### src/rtl/mux_scan_if.sv
// Channel-mux bus: packed channel data and select controls in, selected data and status out.
interface mux_scan_if #(
    parameter int unsigned N     = 4,
    parameter int unsigned WIDTH = 1
) ();
    localparam int unsigned SW = $clog2(N);

    logic [N*WIDTH-1:0] d;
    logic [SW-1:0]      sel;
    logic               sel_load;
    logic               mode;
    logic               hold;
    logic [WIDTH-1:0]   z;
    logic               z_valid;
    logic [SW-1:0]      ch;
    logic               wrap;
    logic               sel_err;

    modport master (
        output d, sel, sel_load, mode, hold,
        input  z, z_valid, ch, wrap, sel_err
    );

    modport slave (
        input  d, sel, sel_load, mode, hold,
        output z, z_valid, ch, wrap, sel_err
    );
endinterface

### src/rtl/mux_scan.sv
// Registered N-to-1 channel mux with manual load or timed auto-scan, plus post-switch blanking.
module mux_scan #(
    parameter int unsigned N     = 4,
    parameter int unsigned WIDTH = 1,
    parameter int unsigned DWELL = 12000,
    parameter int unsigned BLANK = 1
) (
    input logic       clk,
    input logic       rst_n,
    mux_scan_if.slave bus
);
    localparam int unsigned SW = $clog2(N);
    localparam int unsigned DW = (DWELL > 1) ? $clog2(DWELL) : 1;
    localparam int unsigned BW = (BLANK > 0) ? $clog2(BLANK + 1) : 1;
    localparam logic [SW-1:0] ChLast    = SW'(N - 1);
    localparam logic [DW-1:0] DwellLast = DW'(DWELL - 1);
    localparam logic [BW-1:0] BlankInit = BW'(BLANK);

    logic [SW-1:0]    ch_q, ch_d;
    logic [DW-1:0]    dwell_q, dwell_d;
    logic [BW-1:0]    blank_q, blank_d;
    logic [WIDTH-1:0] z_q, z_d;
    logic             z_valid_q, z_valid_d;
    logic             wrap_q, wrap_d;
    logic             sel_err_q, sel_err_d;
    logic             load_ok;

    assign load_ok = bus.sel_load && (32'(bus.sel) < N);

    always_comb begin
        ch_d      = ch_q;
        dwell_d   = dwell_q;
        wrap_d    = 1'b0;
        sel_err_d = 1'b0;
        if (load_ok) begin
            ch_d    = bus.sel;
            dwell_d = '0;
        end else begin
            sel_err_d = bus.sel_load;
            // Parking the counter at zero in manual mode gives a fresh dwell on entering scan.
            if (!bus.mode) begin
                dwell_d = '0;
            end else if (!bus.hold) begin
                if (dwell_q == DwellLast) begin
                    dwell_d = '0;
                    ch_d    = (ch_q == ChLast) ? '0 : ch_q + SW'(1);
                    wrap_d  = (ch_q == ChLast);
                end else begin
                    dwell_d = dwell_q + DW'(1);
                end
            end
        end
    end

    always_comb begin
        blank_d   = blank_q;
        z_d       = z_q;
        z_valid_d = 1'b0;
        if (ch_d != ch_q) begin
            blank_d = BlankInit;
        end else if (blank_q != '0) begin
            blank_d = blank_q - BW'(1);
        end
        if (blank_q == '0) begin
            z_d       = bus.d[ch_q*WIDTH +: WIDTH];
            z_valid_d = 1'b1;
        end
    end

    always_ff @(posedge clk or negedge rst_n) begin
        if (!rst_n) begin
            ch_q      <= '0;
            dwell_q   <= '0;
            blank_q   <= BlankInit;
            z_q       <= '0;
            z_valid_q <= 1'b0;
            wrap_q    <= 1'b0;
            sel_err_q <= 1'b0;
        end else begin
            ch_q      <= ch_d;
            dwell_q   <= dwell_d;
            blank_q   <= blank_d;
            z_q       <= z_d;
            z_valid_q <= z_valid_d;
            wrap_q    <= wrap_d;
            sel_err_q <= sel_err_d;
        end
    end

    assign bus.ch      = ch_q;
    assign bus.z       = z_q;
    assign bus.z_valid = z_valid_q;
    assign bus.wrap    = wrap_q;
    assign bus.sel_err = sel_err_q;
endmodule
### src/flat_wrapper.sv
// flat-port wrapper written by rule: the top's interface ports become plain ports
module mux_scan_flat 
#(
    parameter int unsigned N     = 4,
    parameter int unsigned WIDTH = 1,
    parameter int unsigned DWELL = 12000,
    parameter int unsigned BLANK = 1
)
  (clk, rst_n, bus_d, bus_sel, bus_sel_load, bus_mode, bus_hold, bus_z, bus_z_valid, bus_ch, bus_wrap, bus_sel_err);
  mux_scan_if #(.N(N), .WIDTH(WIDTH)) bus_i ();
  input logic clk;
  input logic rst_n;
  input wire logic [$bits(bus_i.d)-1:0] bus_d;
  input wire logic [$bits(bus_i.sel)-1:0] bus_sel;
  input wire logic [$bits(bus_i.sel_load)-1:0] bus_sel_load;
  input wire logic [$bits(bus_i.mode)-1:0] bus_mode;
  input wire logic [$bits(bus_i.hold)-1:0] bus_hold;
  output wire logic [$bits(bus_i.z)-1:0] bus_z;
  output wire logic [$bits(bus_i.z_valid)-1:0] bus_z_valid;
  output wire logic [$bits(bus_i.ch)-1:0] bus_ch;
  output wire logic [$bits(bus_i.wrap)-1:0] bus_wrap;
  output wire logic [$bits(bus_i.sel_err)-1:0] bus_sel_err;
  assign bus_i.d = bus_d;
  assign bus_i.sel = bus_sel;
  assign bus_i.sel_load = bus_sel_load;
  assign bus_i.mode = bus_mode;
  assign bus_i.hold = bus_hold;
  assign bus_z = bus_i.z;
  assign bus_z_valid = bus_i.z_valid;
  assign bus_ch = bus_i.ch;
  assign bus_wrap = bus_i.wrap;
  assign bus_sel_err = bus_i.sel_err;
  mux_scan #(.N(N), .WIDTH(WIDTH), .DWELL(DWELL), .BLANK(BLANK)) u_core (.clk(clk), .rst_n(rst_n), .bus(bus_i));
endmodule
### config.mk
export PLATFORM = sky130hd
export DESIGN_NAME = mux_scan_flat
export DESIGN_NICKNAME = d
export VERILOG_FILES = /design/src/rtl/mux_scan_if.sv /design/src/rtl/mux_scan.sv /design/src/flat_wrapper.sv
export SDC_FILE = /design/constraint.sdc
export NUM_CORES = 1
export LEC_CHECK = 0
export CORE_MARGIN = 5
export CORE_UTILIZATION = 45
export DETAILED_ROUTE_END_ITERATION = 7
export GPL_TIMING_DRIVEN = 1
export PLACE_DENSITY_LB_ADDON = 0.15
export SLEW_MARGIN = 30
export SYNTH_ARGS = -nofsm -noshare
export SYNTH_HDL_FRONTEND = slang
export SYNTH_SLANG_ARGS = --single-unit
export TNS_END_PERCENT = 30
### constraint.sdc
create_clock -name clk -period 2.65 [get_ports clk]
set_input_delay 0.53 -clock clk [delete_from_list [all_inputs] [get_ports clk]]
set_output_delay 0.53 -clock clk [all_outputs]
set_load 0.1 [all_outputs]
* Word level (Yosys, flattened, before mapping) *
Cells that the tools add are included.

cells by class
  equal/unequal tests = 4
  mux-type cells = 16
  shift-type cells = 1
  add/subtract/negate cells = 3

operators with widths
  operator                                                         count
  14-bit two-way mux                                               4
  14-bit by 1-bit adder with 14-bit output, second input constant  1
  14-bit == test, second input constant                            1
  2-bit two-way mux                                                5
  1-bit two-way mux                                                7
  4-bit by 3-bit indexed part select with 1-bit output             1
  3-bit inequality test, second input constant                     1
  2-bit by 1-bit adder with 2-bit output, second input constant    1
  2-bit == test, second input constant                             1
  2-bit inequality test                                            1
  1-bit subtractor, second input constant                          1

word-level totals
  bits in registers = 20
  output and inout port bits = 6
  bits of input ports = 11
  logic and storage cells = 30

* Longest topological paths before layout *
Gate-level depths: netlist of run 1.

  depth in word-level cells = 8
  mapped depth = 6
  gate-level depth less buffers = 6

* Least setup slack after synthesis of run 1 *
Ideal clock, no wire load.

  path type = reg-to-reg
  start point = reg u_core.ch_q[0] (netlist: u_core.bus.ch[0])
  end point = reg u_core.blank_q
  arrival time = 1.818 ns
  setup time = 0.078 ns
  data required time = 2.572 ns
  stages on the path, launching flop included = 5
  slack = 0.754 ns
  buffers on the path = 0
  clock period less this slack = 1.896 ns
  cells stage by stage = dfrtp_1 > ha_1 > mux2i_1 > xnor2_1 > o22a_2

between the ends
  word-level cells in the longest chain between the ends = 8
  elaborated cells on any way between the ends = 9
  those cells by class = add/sub (1); eq/ne (2); mux (6)

RTL lines
  item                                                                     RTL line        RTL
  start: declaration                                                       mux_scan.sv:19  logic [SW-1:0] ch_q, ch_d;
  start signal: assignment                                                 mux_scan.sv:80  ch_q <= ch_d;
  2-bit by 1-bit adder with 2-bit output or 2-bit == test (tied branches)  mux_scan.sv:46  ch_d = (ch_q == ChLast) ? '0 : ch_q + SW'(1);
  2-bit two-way mux                                                        mux_scan.sv:46
  2-bit two-way mux                                                        mux_scan.sv:44  if (dwell_q == DwellLast) begin
  2-bit two-way mux                                                        mux_scan.sv:43  end else if (!bus.hold) begin
  2-bit two-way mux                                                        mux_scan.sv:41  if (!bus.mode) begin
  2-bit two-way mux                                                        mux_scan.sv:35  if (load_ok) begin
  2-bit inequality test *                                                  mux_scan.sv:59  if (ch_d != ch_q) begin
  1-bit two-way mux *                                                      mux_scan.sv:59
  named net u_core.blank_d                                                 mux_scan.sv:21  logic [BW-1:0] blank_q, blank_d;
  end signal: assignment                                                   mux_scan.sv:74  blank_q <= BlankInit;
  end signal: assignment                                                   mux_scan.sv:82  blank_q <= blank_d;
  end: declaration                                                         mux_scan.sv:21

Mark *: on every way through the listed nets, which the timed path passes. The rest lies on a longest branch.
A chain may end at the register's enable or synchronous reset.

* Worst setup path in the final report of run 1 *
  start point = in bus_hold
  end point = reg u_core.dwell_q[9]

between the ends
  word-level cells in the longest chain between the ends = 1

RTL lines
  item                                    RTL line            RTL
  start: declaration                      flat_wrapper.sv:17  input wire logic [$bits(bus_i.hold)-1:0] bus_hold;
  3-bit inequality test (no source line)  --
  end signal: assignment                  mux_scan.sv:81      dwell_q <= dwell_d;
  end: declaration                        mux_scan.sv:20      logic [DW-1:0] dwell_q, dwell_d;

Every way passes these cells.

==> results of run 1 <==
[cell usage in the layout, fill, tap and decap left out, types with 2 or more instances in the layout]
cell,n
a21oi_1,2
a31oi_1,5
a41oi_1,2
buf_4,7
clkbuf_4,3
clkdlybuf4s50_1,10
dfrtp_1,19
ha_1,2
inv_1,2
mux2i_1,3
nand2_1,15
nand2b_1,2
nand3_1,6
nand4_1,3
nor2_1,11
nor3_1,3
nor4_1,2
xnor2_1,3
xor2_1,5
[worst max-delay path, stage by stage]
cell	delay, ns
clkdlybuf4s50_1	0.56
nand3b_4	0.22
nand2_2	0.09
or4_1	0.50
xor2_1	0.17
nor2_2	0.04
[how the worst max path moves through the flow]
| stage | slack [ns] | to | depth (start not counted) |
|---|---|---|---|
| final | 0.72 | u_core.dwell_q[9] | 6 |
| after global routing | 0.61 | u_core.dwell_q[12] | 6 |
| after CTS | 0.75 | u_core.dwell_q[9] | 6 |
| after detailed placement | 0.42 | u_core.dwell_q[9] | 6 |
| after global placement | 0.45 | u_core.dwell_q[9] | 6 |
| after floorplan | 0.75 | u_core.blank_q | 4 |
[power by group]
group	internal, W	switching, W	total [W]
registers	0.000316	0.00000892	0.000325
clock network	0.0000586	0.0000905	0.000149
logic	0.0000460	0.0000952	0.000141
total	0.000420	0.000195	0.000615
[sequential cells by signal, indices dropped and copies added (netlist names)]
register and cells:
u_core.blank_q 1, u_core.dwell_q 14, u_core.bus.ch 2, u_core.bus.z_valid 1
u_core.bus.z 1, u_core.bus.wrap 1
[routing by layer]
| metal | vias to the layer above | routed length (um) | global-route usage |
|---|---|---|---|
| met5 | - | 0 | 0 |
| met4 | 0 | 57 | 0.0636 |
| met3 | 7 | 74 | 0.0273 |
| met2 | 19 | 1080 | 0.210 |
| met1 | 415 | 1190 | 0.217 |
| li1 | 451 | - | - |
[Yosys cell counts (2+ instances only)]
master,n,area (um2)
dfrtp_1,19,475
nand2_1,15,56.3
nor2_1,11,41.3
nand3_1,6,30.0
a31oi_1,5,31.3
xor2_1,5,43.8
buf_6,3,33.8
mux2i_1,3,30.0
nand4_1,3,18.8
nor3_1,3,15.0
xnor2_1,3,26.3
a21oi_1,2,10.0
a41oi_1,2,17.5
ha_1,2,25.0
inv_1,2,7.51
nand2b_1,2,12.5
nor4_1,2,12.5
[kinds of logic after synthesis]
kind of cell	after synthesis	synth area share
AND/OR/NAND/NOR	54	0.272
flip-flops	20	0.422
AO/OA/AOI/OAI	19	0.135
XOR/XNOR	8	0.0589
buffers and inverters	7	0.0442
multiplexers	4	0.0442
adder cells (fa/ha/maj)	2	0.0210
other	1	0.00315
[metrics by stage]
stage          worst slack, ns  hold slack, ns   util
6_report                 0.723           0.467  0.546
3_5_place_dp             0.419           0.445  0.536
4_1_cts                  0.746           0.472  0.546
5_1_grt                  0.613           0.504  0.546
2_1_floorplan            0.754           0.234      -
3_3_place_gp             0.446           0.438  0.536
[area by class of cell]
cell class                 count  area, um2
timing repair buffer          17        153
sequential                    20        502
tap                           30       37.5
clock buffer                   4       26.3
multi-input combinational     88        636
inverter                       3       11.3
fill                         230       1130
==> summary.md, run 1 <==
| Metric | Value |
|---|---|
| Status | completed |
| Initial antenna violation count | 0 |
| Crit path time final | between 1.5 and 2 ns |
| Pwr/cell area | between 400 and 500 nW/um2 |
| Worst hold endpoint | u_core.bus.z_valid |
| Antenna-violating nets left | 0 |
| Die area | between 3000 and 4000 um2 |
| Top_reg_cell synth | dfrtp_1 |
| Drc violations | 0 |
| Fin crit share | 0.727 |
| Die height | 61.4 um |
| Row cnt | 18 |
| Cells on Worst Hold Path | 1 |
| Hold-fix buffers, CTS | 0 |
| R2R depth | 6 |
| Warnings from Yosys | 0 |
| Number of flops mapped to enable cells by yosys | 0 |
| H-tree depth | 1 |
| WL per Instance | between 10 and 15 um |
| DP HPWL | 1810 um |
| Core Region | 2500 um2 |
| Crit path max fanout | 9 |
| Clock-pin slew on the worst setup and hold paths | between 0.1 and 0.15 ns |
| Sequential-to-total area share from yosys stat | 0.422 |
| Via density per instance | 5.51 |
| Clk Latency, worst-skew pair | 0.30 ns |
| Vias in the first global route | just under 900 |
| Tot Pwr | between 0.0006 and 0.0007 W |
| WS Path Type | in -> reg |
| Post-synthesis cell area | about 1200 um2 |
| Setup TNS | 0 ns |
| Post-Synthesis Cells | around 120 |
| Maximum vdd drop | approximately 320 uV |
| Global-route wire length before repair | a little over 4000 um |
| Largest net degree at the start of global routing | 21 |
| R2r startpoint | u_core.dwell_q[1] |
| Area grow syn2layout | 14.7% |
| Final hold viol count | 0 |
| RSZ-0062 raised after global routing | false |
| Die W | approximately 60 um |
| Avg Synthesized Cell Area | a little over 10 um2 |
| Number of cells after detailed placement | approximately 160 |
| Final Max Tran Viols | 0 |
| Clk buf depth | 2 |
| Critical Path AT | roughly 2.1 ns |
| Critical hold path startpoint | u_core.blank_q |
| #FFs+latches synth | 20 |
| Clk_skew | between 0.0015 and 0.002 ns |
| Via Count | just under 900 |
| Initial DRC Count | 18 |
| CP Launch Type | input port |
| MaxCap Viol Count | 0 |
| I/O Buffers | 15 |
| CTS Root Cell | clkbuf_4 |
| Num CTS Buffers | 3 |
| FF-to-FF End | u_core.dwell_q[12] |
| Synth cell types | 44 |
| Worst endpoint required time | 2.85 ns |
| IO Count | 17 |
| Layout cell share with drive strength beyond 1 | 0.182 |
| Class of the worst hold path | reg -> reg |
| PostCTS Resize Cnt | 0 |
| WL final | roughly 2400 um |
| Fmax | just over 500 MHz |
| Dpl cell area | ~1300 um2 |
| Initial Utilization | 0.476 |
| Crit. End Element | flip-flop |
| CTS tree | done |
| Syn Nets | 128 |
| Design Area, Final | roughly 1400 um2 |
| Pleak | 0.552 nW |
| Post-CTS setup buffers | 0 |
| Ant. Diodes | 0 |
| Final Net Count | about 150 |
| Gr usage total | 0.147 |
| Overflow after GRT | 0 |
| Ys async rst share | 1.00 |
| R2R setup slack | 0.78 ns |
| Placer Congestion | between 0.9 and 1 |
| Fin cells | roughly 160 |
| Critical path origin | bus_hold |
| Router iterations before antenna repair | 4 |
| Final setup fails | 0 |
| Sinks on Clock Net | 20 |
Note: power is estimated with default switching activity, not from simulation.
==> run 2, diff against run 1 <==
==> constraint.sdc (replaced) <==
create_clock -name clk -period 1.9 [get_ports clk]
set_input_delay 0.38 -clock clk [delete_from_list [all_inputs] [get_ports clk]]
set_output_delay 0.38 -clock clk [all_outputs]
set_load 0.1 [all_outputs]
==> summary.md, run 2 (same netlist as run 1, synthesis figures left out) <==
| Metric | Value |
|---|---|
| Status | completed |
| Critical Path AT | 1.96 ns (-0.16 ns) |
| Drc violations | 0 (unchanged) |
| CTS tree | done |
| Initial Utilization | 0.476 (unchanged) |
| Die W | 61.4 um (unchanged) |
| Die area | 3770 um2 (unchanged) |
| Initial DRC Count | 17 (-1) |
| Fmax | 571 MHz |
| CTS Root Cell | clkbuf_4 |
| Final Max Tran Viols | 0 (unchanged) |
| Class of the worst hold path | in -> async |
| Vias in the first global route | 949 (+9.3%) |
| Sinks on Clock Net | 20 (unchanged) |
| WL per Instance | 15.0 um (+1.2%) |
| Router iterations before antenna repair | 4 (unchanged) |
| Clk Latency, worst-skew pair | 0.31 ns (about the same) |
| Crit path time final | between 1.5 and 2 ns |
| CP Launch Type | flip-flop |
| P_int | 0.000736 W (+75%) |
| Reg with most FFs | u_core.dwell_q |
| R2R setup slack | 0.15 ns (-0.63 ns) |
| Placer Congestion | 0.890 (-2.7%) |
| R2r startpoint | u_core.dwell_q[1] |
| Via Count | 983 (+10%) |
| Power share of the sequential group | 0.442 (-0.086) |
| Overflow after GRT | 0 (unchanged) |
| RSZ-0062 raised after global routing | false |
| Ant. Diodes | 0 (unchanged) |
| I/O Buffers | 15 (unchanged) |
| Antenna-violating nets left | 0 (unchanged) |
| Die height | 61.4 um (unchanged) |
| DR top layer | met4 |
| Critical path origin | u_core.dwell_q[1] |
| Commonest non-fill, non-tap cell in the layout | dfrtp_1 |
| Worst endpoint required time | 2.11 ns (-0.74 ns) |
| Fin crit share | 0.921 |
| Layout cell share with drive strength beyond 1 | 0.273 (+0.0909) |
| R2R depth | 7 (+1) |
| DP HPWL | 1990 um (+10%) |
| Max reg flops | 14 (unchanged) |
| Wire length on met2 | 1250 um (+15%) |
| Design Area, Final | 1520 um2 (+11%) |
| IO Count | 17 (unchanged) |
| Initial antenna violation count | 0 (unchanged) |
| MaxCap Viol Count | 0 (unchanged) |
| FF-to-FF End | u_core.dwell_q[1] |
| Global-route wire length before repair | 4360 um (+5.7%) |
| Crit. End Element | flip-flop |
| Num CTS Buffers | 3 (unchanged) |
| Maximum vdd drop | 580 uV (+83%) |
| H-tree depth | 1 (unchanged) |
| Met3 WL | 107 um (+45%) |
| Clk pwr share | 0.344 (+0.101) |
| Core Region | 2500 um2 (unchanged) |
| Dpl cell area | 1440 um2 (+7.5%) |
| WL final | 2600 um (+8.0%) |
| Clock-pin slew on the worst setup and hold paths | 0.12 ns (about the same) |
| Pleak | 0.631 nW (+14%) |
| Pwr/cell area | 680 nW/um2 (+51%) |
| Area grow syn2layout | 27.3% |
| Gr usage total | 0.158 (+0.0112) |
| Largest net degree at the start of global routing | 21 (unchanged) |
| Clk_skew | 0.00460 ns (+0.00288 ns) |
| Crit path max fanout | 7 (-2) |
| Setup TNS | 0 ns (unchanged) |
| Final Net Count | 157 (+7.5%) |
| Final setup fails | 0 (unchanged) |
| # fillers | 218 (-5.2%) |
| Sw frac | 0.285 (-0.0311) |
| Combinational share of power | 0.214 (-0.015) |
| Final hold viol count | 0 (unchanged) |
| Most frequent cells in the layout | 19 x dfrtp_1, 16 x buf_4, 15 x nand2_1 |
| Row cnt | 18 (unchanged) |
| WS Path Type | reg -> reg |
| End of the critical path | u_core.dwell_q[1] |
| Wl on met1 | 1190 um (unchanged) |
| Net Sw Power | 0.000294 W (+51%) |
| Via density per instance | 5.68 (+3.2%) |
| Clk buf depth | 2 (unchanged) |
[run 2: cell type report]
class	instances	area, um2	area share
repair buffers	28	260	0.172
well taps	30	37.5	0.0248
flip-flops and latches	20	502	0.331
clock buffers	3	22.5	0.0149
inverters	3	11.3	0.00743
multi-input cells	88	652	0.430
clock inverters	1	30.0	0.0198
[run 2: layer usage]
layer	GRT usage	vias up
li1	-	478
met1	0.215	481
met2	0.248	18
met3	0.0377	6
met4	0.0545	0
met5	0	-
[run 2: per-stage QoR]
step / power [W] / instances / hold slack (ns) / setup WS [ns] / utilization
4_1_cts: 0.00104 / 172 / 0.390 / 0.114 / 0.597
3_3_place_gp: 0.000678 / 168 / 0.437 / -0.0450 / 0.576
6_report: 0.00103 / 173 / 0.386 / 0.149 / 0.606
5_1_grt: 0.00107 / 173 / 0.396 / 0.00696 / 0.606
3_5_place_dp: 0.000683 / 168 / 0.450 / -0.125 / 0.576
2_1_floorplan: 0.000598 / 115 / 0.0844 / 0.00371 / -
[run 2: worst min path at each step]
stage                         startpoint                  to
after floorplan                    rst_n    u_core.bus.ch[0]
after detailed placement  u_core.blank_q  u_core.bus.z_valid
final                              rst_n   u_core.dwell_q[4]
after global placement    u_core.blank_q  u_core.bus.z_valid
after global routing               rst_n   u_core.dwell_q[4]
after CTS                          rst_n   u_core.dwell_q[8]
[run 2: repair_timing]
| item | CTS | global route |
|---|---|---|
| hold endpoints to repair | 0 | 0 |
| setup endpoints to repair | 0 | 4 |
| buffers inserted | 0 | 1 |
| hold buffers | 0 | 0 |
| resized for setup | 0 | 4 |
[run 2: power by group through the flow]
stage	Combinational [W]	Sequential (W)	Clock [W]
global route	0.000235	0.000457	0.000382
detailed placement	0.000220	0.000464	0
CTS	0.000220	0.000455	0.000365
global placement	0.000216	0.000462	0
finish	0.000220	0.000455	0.000355
floorplan	0.0000642	0.000534	0
[run 2: worst max-delay path, cell delays in order (launching register included)]
cell and delay, ns:
dfrtp_1 0.41, ha_2 0.23, nand4_4 0.16, nor2_4 0.23, a311oi_4 0.11, buf_4 0.18, buf_4 0.14, a32o_1 0.19
==> run 3, diff against run 2 <==
--- a/config.mk
+++ b/config.mk
@@ -7,9 +7,10 @@
 export LEC_CHECK = 0
 export CORE_MARGIN = 5
 export CORE_UTILIZATION = 45
+export CTS_CLUSTER_DIAMETER = 40
 export DETAILED_ROUTE_END_ITERATION = 7
 export GPL_TIMING_DRIVEN = 1
-export PLACE_DENSITY_LB_ADDON = 0.15
+export PLACE_DENSITY = 0.68
 export SLEW_MARGIN = 30
 export SYNTH_ARGS = -nofsm -noshare
 export SYNTH_HDL_FRONTEND = slang
==> summary.md, run 3 (same netlist as run 1, synthesis figures left out) <==
| Metric | Value |
|---|---|
| Design Area, Final | 1490 um2 (-2.0%) |
| Initial Utilization | 0.476 (unchanged) |
| Worst Max-Slew Pin Slew | ~0.5 ns |
| Critical Path AT | 1.98 ns (+0.02 ns) |
| Final hold viol count | 0 (unchanged) |
| Crit path max fanout | 4 (-3) |
| WL per Instance | 15.6 um (+3.7%) |
| Tot Pwr | 0.000933 W (-9.4%) |
| Final Net Count | 157 (unchanged) |
| Final Max Tran Viols | 0 (unchanged) |
| Clk_skew | 0.0110 ns (+0.00642 ns) |
| Core Region | 2500 um2 (unchanged) |
| Via density per instance | 5.68 (unchanged) |
| Fin crit share | 0.928 (+0.00623) |
| Placer Congestion | 0.929 (+4.3%) |
| Area grow syn2layout | 24.8% |
| Global-route wire length before repair | 4580 um (+5.1%) |
| Most frequent cells in the layout | 19 x dfrtp_1, 16 x buf_4, 15 x nand2_1 |
| Post-CTS setup buffers | 0 (unchanged) |
| Worst endpoint required time | 2.11 ns (about the same) |
| PostCTS Resize Cnt | 0 (unchanged) |
| Final setup fails | 0 (unchanged) |
| Vias in the first global route | 1014 (+6.8%) |
| Commonest non-fill, non-tap cell in the layout | dfrtp_1 |
| Pleak | 0.617 nW (-2.1%) |
| I/O Buffers | 15 (unchanged) |
| Gr usage total | 0.167 (+0.00839) |
| Crit path time final | 1.76 ns (+0.0118 ns) |
| Drc violations | 0 (unchanged) |
| Ant. Diodes | 0 (unchanged) |
| WS Path Type | reg -> reg |
| Relative slew slack | 0.658 |
| Row cnt | 18 (unchanged) |
| H-tree depth | 1 (unchanged) |
| Die W | 61.4 um (unchanged) |
| Setup ws final | 0.137 ns (-0.0118 ns) |
| Maximum vdd drop | 445 uV (-23%) |
| Crit. End Element | flip-flop |
| Status | completed |
| Reg with most FFs | u_core.dwell_q |
| CTS Root Cell | clkbuf_4 |
| CTS tree | done |
| Sinks on Clock Net | 20 (unchanged) |
| MaxCap Viol Count | 0 (unchanged) |
| Max reg flops | 14 (unchanged) |
| DP HPWL | 2050 um (+2.8%) |
| Initial DRC Count | 54 (+37) |
| Overflow after GRT | 0 (unchanged) |
| WL final | 2690 um (+3.7%) |
| Via Count | 983 (unchanged) |
| Clk Latency, worst-skew pair | 0.31 ns (about the same) |
| Largest net degree at the start of global routing | 21 (unchanged) |
| Layout cell share with drive strength beyond 1 | 0.259 (-0.0140) |
| CP Launch Type | flip-flop |
| Class of the worst hold path | in -> async |
| Hold-fix buffers, CTS | 0 (unchanged) |
| RSZ-0062 raised after global routing | false |
| Clock-pin slew on the worst setup and hold paths | 0.12 ns (about the same) |
| Num CTS Buffers | 3 (unchanged) |
| Fmax | 567 MHz (-0.67%) |
| IO Count | 17 (unchanged) |
| Initial antenna violation count | 0 (unchanged) |
| Placement-stage worst setup slack | -0.103 ns (+0.0214 ns) |
| Router iterations before antenna repair | 4 (unchanged) |
| Antenna-violating nets left | 0 (unchanged) |
| Dpl cell area | 1450 um2 (+0.52%) |
| Die area | 3770 um2 (unchanged) |
| Clk buf depth | 2 (unchanged) |
| Min Hold Slack | 0.390 ns (+0.00356 ns) |
| Pwr/cell area | 628 nW/um2 (-7.6%) |
| Die height | 61.4 um (unchanged) |
==> run 3: per-stage QoR <==
| stage | utilization | TNS (ns) | instances |
|---|---|---|---|
| after floorplan | - | 0 | 115 |
| after global placement | 0.579 | -0.266 | 169 |
| after detailed placement | 0.579 | -0.562 | 169 |
| after CTS | 0.593 | 0 | 173 |
| after global routing | 0.594 | 0 | 173 |
| final | 0.594 | 0 | 173 |
==> run 3: final timing paths <==
check	start	to	slack, ns	depth (start not counted)
max in group asynchronous	rst_n	u_core.blank_q	1.23	2
min in group clk	u_core.blank_q	u_core.bus.z_valid	0.48	1
worst min-delay path	rst_n	u_core.dwell_q[12]	0.39	2
worst min register to register	u_core.blank_q	u_core.bus.z_valid	0.48	1
worst max-delay path	u_core.dwell_q[1]	u_core.bus.ch[0]	0.14	6
worst max register to register	u_core.dwell_q[1]	u_core.bus.ch[0]	0.14	6
==> run 3: worst max-delay path, cell delays in order (launching register included) <==
cell,delay (ns)
dfrtp_1,0.41
ha_2,0.23
nand4_4,0.15
nor4_1,0.30
and3_2,0.26
nor2b_1,0.06
o31a_1,0.27
==> run 3: final cells by class <==
cell class	count	area [um2]
Tap cell	30	37.5
Clock buffer	4	36.3
Inverter	3	11.3
Multi-Input combinational cell	88	638
Timing Repair Buffer	28	260
Sequential cell	20	502
Fill cell	206	1010
==> run 3: per-layer routing <==
layer | track usage | part of all wire | vias to the layer above
li1 | - | - | 476
met1 | 0.208 | 0.45 | 478
met2 | 0.275 | 0.50 | 27
met3 | 0.0503 | 0.048 | 2
met4 | 0.0576 | 0.0067 | 0
met5 | 0 | 0 | -
==> run 3: where the power goes <==
part,internal [W],total (W),switching [W]
Combinational,0.0000829,0.000221,0.000139
Clock,0.000117,0.000256,0.000139
Sequential,0.000440,0.000455,0.0000148
